==> config.mk <==
export PLATFORM = sky130hd
export DESIGN_NAME = multiword_add_sequencer
export DESIGN_NICKNAME = d
export VERILOG_FILES = /design/src/rtl/multiword_pkg.sv /design/src/rtl/giulio_fast_adder.sv /design/src/rtl/multiword_add_sequencer.sv
export SDC_FILE = /design/constraint.sdc
export NUM_CORES = 1
export LEC_CHECK = 0
export ABC_AREA = 1
export ABC_CLOCK_PERIOD_IN_PS = 3800
export BUFFER_PORTS_ARGS = -buffer_cell sky130_fd_sc_hd__buf_2
export CAP_MARGIN = 20
export CORE_MARGIN = 3
export CORE_UTILIZATION = 55
export CTS_CLUSTER_SIZE = 28
export DETAILED_ROUTE_END_ITERATION = 7
export GPL_TIMING_DRIVEN = 0
export MAX_ROUTING_LAYER = met4
export PLACE_DENSITY = 0.77
export SLEW_MARGIN = 20
export SYNTH_ARGS = -nofsm -noshare
export SYNTH_HDL_FRONTEND = slang
export SYNTH_SLANG_ARGS = --single-unit
==> constraint.sdc <==
create_clock -name iClk -period 3.8 [get_ports iClk]
set_input_delay 0.95 -clock iClk [delete_from_list [all_inputs] [get_ports iClk]]
set_output_delay 0.95 -clock iClk [all_outputs]
set_load 0.05 [all_outputs]
==> src/rtl/multiword_pkg.sv <==
// Shared FSM state type and state-encoding constants for the multiword add sequencer.
package multiword_pkg;

  localparam int STATE_W = 2;

  localparam logic [STATE_W-1:0] ST_IDLE = 2'd0;
  localparam logic [STATE_W-1:0] ST_RUN  = 2'd1;
  localparam logic [STATE_W-1:0] ST_DONE = 2'd2;

  typedef enum logic [STATE_W-1:0] {
    IDLE = ST_IDLE,
    RUN  = ST_RUN,
    DONE = ST_DONE
  } state_t;

endpackage

==> src/rtl/giulio_fast_adder.sv <==
// Combinational WIDTH-bit carry-select adder built from BLOCK_WIDTH-bit blocks.
module giulio_fast_adder #(
  parameter int WIDTH       = 16,
  parameter int BLOCK_WIDTH = 4
) (
  input  logic [WIDTH-1:0] iA,
  input  logic [WIDTH-1:0] iB,
  input  logic             iC,
  output logic [WIDTH-1:0] oS,
  output logic             oC
);

  localparam int NBLK = WIDTH / BLOCK_WIDTH;

  logic [NBLK:0] blkCarry;

  assign blkCarry[0] = iC;

  // Each block precomputes both carry-in outcomes; the incoming block carry only selects.
  for (genvar g = 0; g < NBLK; g++) begin : gBlk
    logic [BLOCK_WIDTH:0] sum0;
    logic [BLOCK_WIDTH:0] sum1;

    assign sum0 = {1'b0, iA[g*BLOCK_WIDTH +: BLOCK_WIDTH]}
                + {1'b0, iB[g*BLOCK_WIDTH +: BLOCK_WIDTH]};
    assign sum1 = {1'b0, iA[g*BLOCK_WIDTH +: BLOCK_WIDTH]}
                + {1'b0, iB[g*BLOCK_WIDTH +: BLOCK_WIDTH]}
                + {{BLOCK_WIDTH{1'b0}}, 1'b1};

    assign oS[g*BLOCK_WIDTH +: BLOCK_WIDTH] = blkCarry[g] ? sum1[BLOCK_WIDTH-1:0]
                                                          : sum0[BLOCK_WIDTH-1:0];
    assign blkCarry[g+1] = blkCarry[g] ? sum1[BLOCK_WIDTH] : sum0[BLOCK_WIDTH];
  end

  assign oC = blkCarry[NBLK];

endmodule

==> src/rtl/multiword_add_sequencer.sv <==
// N-bit adder that processes one WIDTH-bit slice per cycle through a single slice adder.
// Optional subtract mode (iSub, oOvf) is enabled by defining MULTIWORD_ADD_SEQUENCER_SUB_EN.
module multiword_add_sequencer
  import multiword_pkg::*;
#(
  parameter int WIDTH       = 16,
  parameter int BLOCK_WIDTH = 4,
  parameter int NWORDS      = 4
) (
  input  logic                     iClk,
  input  logic                     iRstN,
  input  logic                     iStart,
  input  logic [NWORDS*WIDTH-1:0]  iA,
  input  logic [NWORDS*WIDTH-1:0]  iB,
  input  logic                     iC,
`ifdef MULTIWORD_ADD_SEQUENCER_SUB_EN
  input  logic                     iSub,
  output logic                     oOvf,
`endif
  output logic                     oBusy,
  output logic                     oDone,
  output logic [NWORDS*WIDTH-1:0]  oS,
  output logic                     oC
);

  localparam int N     = NWORDS * WIDTH;
  localparam int IDX_W = $clog2(NWORDS);
  localparam logic [IDX_W-1:0] LAST_IDX = IDX_W'(NWORDS - 1);

  state_t           state;
  state_t           stateNext;
  logic [N-1:0]     aReg;
  logic [N-1:0]     bReg;
  logic             carryReg;
  logic [IDX_W-1:0] idx;
  logic [WIDTH-1:0] aSlice;
  logic [WIDTH-1:0] bSlice;
  logic [WIDTH-1:0] sumSlice;
  logic             carrySlice;

  assign aSlice = aReg[int'(idx)*WIDTH +: WIDTH];

`ifdef MULTIWORD_ADD_SEQUENCER_SUB_EN
  logic subReg;
  logic ovfSlice;

  assign bSlice   = subReg ? ~bReg[int'(idx)*WIDTH +: WIDTH] : bReg[int'(idx)*WIDTH +: WIDTH];
  // Signed overflow: operands share a sign that the result does not.
  assign ovfSlice = (aSlice[WIDTH-1] == bSlice[WIDTH-1]) && (sumSlice[WIDTH-1] != aSlice[WIDTH-1]);
`else
  assign bSlice = bReg[int'(idx)*WIDTH +: WIDTH];
`endif

  giulio_fast_adder #(
    .WIDTH       (WIDTH),
    .BLOCK_WIDTH (BLOCK_WIDTH)
  ) uSliceAdder (
    .iA (aSlice),
    .iB (bSlice),
    .iC (carryReg),
    .oS (sumSlice),
    .oC (carrySlice)
  );

  // NOTE: sequential state uses non-blocking assignments so every flop samples pre-edge values.
  always_ff @(posedge iClk or negedge iRstN) begin
    if (!iRstN) state <= IDLE;
    else        state <= stateNext;
  end

  // NOTE: every always_comb output gets a default first so no path can infer a latch.
  always_comb begin
    stateNext = state;
    oBusy     = 1'b0;
    oDone     = 1'b0;
    unique case (state)
      IDLE: if (iStart) stateNext = RUN;
      RUN: begin
        oBusy = 1'b1;
        if (idx == LAST_IDX) stateNext = DONE;
      end
      DONE: begin
        oBusy     = 1'b1;
        oDone     = 1'b1;
        stateNext = IDLE;
      end
      default: stateNext = IDLE;
    endcase
  end

  always_ff @(posedge iClk or negedge iRstN) begin
    if (!iRstN) begin
      aReg     <= '0;
      bReg     <= '0;
      carryReg <= 1'b0;
      idx      <= '0;
      oS       <= '0;
      oC       <= 1'b0;
`ifdef MULTIWORD_ADD_SEQUENCER_SUB_EN
      subReg   <= 1'b0;
      oOvf     <= 1'b0;
`endif
    end else begin
      unique case (state)
        IDLE: if (iStart) begin
          aReg     <= iA;
          bReg     <= iB;
          idx      <= '0;
          carryReg <= iC;
`ifdef MULTIWORD_ADD_SEQUENCER_SUB_EN
          subReg   <= iSub;
          if (iSub) carryReg <= 1'b1;
`endif
        end
        RUN: begin
          oS[int'(idx)*WIDTH +: WIDTH] <= sumSlice;
          carryReg <= carrySlice;
          if (idx == LAST_IDX) begin
            oC   <= carrySlice;
`ifdef MULTIWORD_ADD_SEQUENCER_SUB_EN
            oOvf <= ovfSlice;
`endif
          end else begin
            idx <= idx + 1'b1;
          end
        end
        default: ;
      endcase
    end
  end

endmodule

==> impl_metrics.csv <==
group,metric,value,unit
outcome,status,"finished, final reports clean",
clock_tree,cts_inserted_buffers,17,
sta,finalCriticalPeriod,3610,ps
global_routing,grt_max_degree,102,
sta,fmax,277,MHz
die,die_y,138,um
sta,final_hold_viol_count,0,
logic_synthesis,synth_area_per_cell,7.96,um^2
drt,final_antenna_net_count,0,
placement,hpwl,20.6,mm
clock_tree,clockBufferDepth,2,
clock_tree,clk_pin_slew,70,ps
logic_synthesis,syn_area,9520,um^2
min_path,holdCritPathClass,"flip-flop to flip-flop",
drt,drtPass1Iterations,6,
layout,area_growth,21.4,%
clock_tree,htree_levels,4,
clock_tree,cts_tree,"built",
clock_tree,hold_buffers,0,
drt,wl,27.8,mm
die,fp.dieW,138,um
sta,finalClockSkew,15.7,ps
logic_synthesis,ys.flop_type,"dfrtp_1",
clock_tree,cts_sinks,198,
sta,slew_viol_final,0,
logic_synthesis,yosys.cell_types.count,32,
die,initial_utilization,0.568,
sta,setup_viol,0,
die,num_rows,47,
critical_path,cp.arrival,3990,ps
global_routing,globalRoute.totalOverflow,0,
die,io_pins,199,
critical_path,worstSetupPathType,"flip-flop to flip-flop",
logic_synthesis,ys.warnings.count,0,
flow_run,max-cap-violations,0,
placement,portBuffers,198,
sta,fin_crit_sh,0.949,
drt,viasPerCell,5.40,
sta,max_slew_margin,0.493,
min_path,worst_hold_path.num_cells,2,
logic_synthesis,synthArstFlopShare,1.00,
critical_path,required,4180,ps
die,fp.dieArea,18900,um^2
logic_synthesis,synth-seq-area-share,0.521,
drt,vias,8910,
global_routing,antenna_found_initial,1,
drt,drc,0,
drt,first_iter_violations,718,
drt,wire_per_inst,16.9,um
sta,worst_pin_slew,754,ps
layout,drive_gt1_frac,0.197,
layout,post-route-util,0.689,
global_routing,grt_first_pass_wirelength,43.5,mm
clock_tree,cts_root_buffer,"clkbuf_16",
critical_path,critPathMaxFanout,10,
logic_synthesis,synth_edf_count,0,
sta,holdWs,476,ps
critical_path,worstRegToRegCells,21,
global_routing,grt_pass1_vias,8517,
logic_synthesis,netlist_instances,1196,
logic_synthesis,ys_ff_latch,198,
critical_path,startpoint_type,"flip-flop",
clock_tree,insertion_delay,450,ps
die,fp.coreArea,16800,um^2
placement,place.gp.congestion,0.910,
layout,finish.net_count,1583,
placement,placed_cells,1616,
layout,instances_no_fill,1650,
global_routing,grt_usage,0.310,
logic_synthesis,synth_nets,1361,
critical_path,crit_path_end_kind,"flip-flop",
## final cells by class
| type | instances | area (um^2) |
|---|---|---|
| Buffer | 58 | 282 |
| Clock inverter | 10 | 98.8 |
| Timing Repair Buffer | 203 | 1080 |
| Fill cell | 1400 | 5200 |
| Sequential cell | 198 | 4960 |
| Inverter | 55 | 209 |
| Multi-Input combinational cell | 885 | 4190 |
| Antenna cell | 1 | 2.50 |
| Tap cell | 220 | 275 |
| Clock buffer | 20 | 467 |
## state kept, by name, summed over array words and instances, names as in the netlist
register and cells:
bReg 64, state 2, idx 2, oC 1
aReg 64, carryReg 1, oS 64
## worst max-delay path, cell delays in order, from the launching register on
cell and delay [ps]:
dfrtp_2 440, clkbuf_4 240, clkbuf_2 260, o21ai_0 160, o22ai_2 220, ha_1 200
inv_1 50, fa_1 500, inv_1 90, ha_1 180, inv_1 50, nor2_1 140
nand3_1 100, nand2_1 60, nand2_1 100, nand3_4 140, nand2_4 80, nand2_1 80
nand3_1 110, nor2_2 170, nand2_1 80, nand2_1 70
## final timing paths
path | end | from | slack (ps)
worst max-delay path | oS[63] | idx[1] | 190
worst min-delay path | oS[62] | oS[62] | 480
worst max register to register | oS[63] | idx[1] | 190
worst min register to register | oS[62] | oS[62] | 480
max in group asynchronous | bReg[62] | iRstN | 2460
min in group asynchronous | oS[35] | iRstN | 510
## logic make-up after synthesis
group | count (synthesis) | synth area share
adders and majority gates | 33 | 0.0465
AOI/OAI and AO/OA | 150 | 0.0891
DFF | 198 | 0.521
xor gates and xnor gates | 14 | 0.0129
and+or+nand+nor | 688 | 0.286
buffers and inverters | 113 | 0.0450
## cells in the final DEF, fill, tap and decap left out, types with 27 or more instances in the layout
cell / synthesis / routed
buf_2: 3 / 201
clkbuf_1: 49 / 31
dfrtp_1: 198 / 197
ha_1: 29 / 27
inv_1: 53 / 53
nand2_1: 552 / 552
nand3_1: 32 / 31
nor2_1: 76 / 76
o21ai_0: 90 / 88
o22ai_1: 30 / 28
## layer usage
layer | global-route usage | routed length (um)
met5 | - | 0
met4 | 0.113 | 864
met3 | 0.0489 | 2310
met2 | 0.493 | 13000
met1 | 0.407 | 11600
## per-stage QoR
stage | area, um^2 | setup slack (ps) | TNS, ps
after floorplan | 9520 | 400 | 0
after global placement | 10800 | -1430 | -299930
after detailed placement | 10900 | -706 | -22110
after CTS | 11500 | 43.1 | 0
after global routing | 11600 | -16.3 | -21.5
final | 11600 | 192 | 0
## Yosys cell counts, types with 2 or more instances
master / number / area, um^2
a21oi_1: 8 / 40.0
a22o_1: 7 / 61.3
a31oi_1: 2 / 12.5
a32oi_1: 4 / 35.0
buf_1: 6 / 22.5
buf_2: 3 / 15.0
clkbuf_1: 49 / 184
dfrtp_1: 198 / 4950
fa_1: 4 / 80.1
ha_1: 29 / 363
inv_1: 53 / 199
inv_2: 2 / 7.51
nand2_1: 552 / 2070
nand2_2: 3 / 18.8
nand2_4: 4 / 45.0
nand3_1: 32 / 160
nand4_1: 9 / 56.3
nor2_1: 76 / 285
nor2_2: 4 / 25.0
nor3_1: 3 / 15.0
o21ai_0: 90 / 450
o21ai_1: 4 / 20.0
o21ai_2: 3 / 26.3
o22ai_1: 30 / 188
or2_1: 2 / 12.5
xnor2_1: 4 / 35.0
xor2_1: 10 / 87.6
## timing repair
item | 4_1_cts | 5_1_grt
gates resized for setup | 21 | 40
gates cloned | 0 | 0
setup buffers | 0 | 3
setup endpoints to repair | 52 | 38
pin swaps | 0 | 7
Power is not shown: default switching activity piles up to over one toggle a cycle in this logic, so the estimate is an artifact.
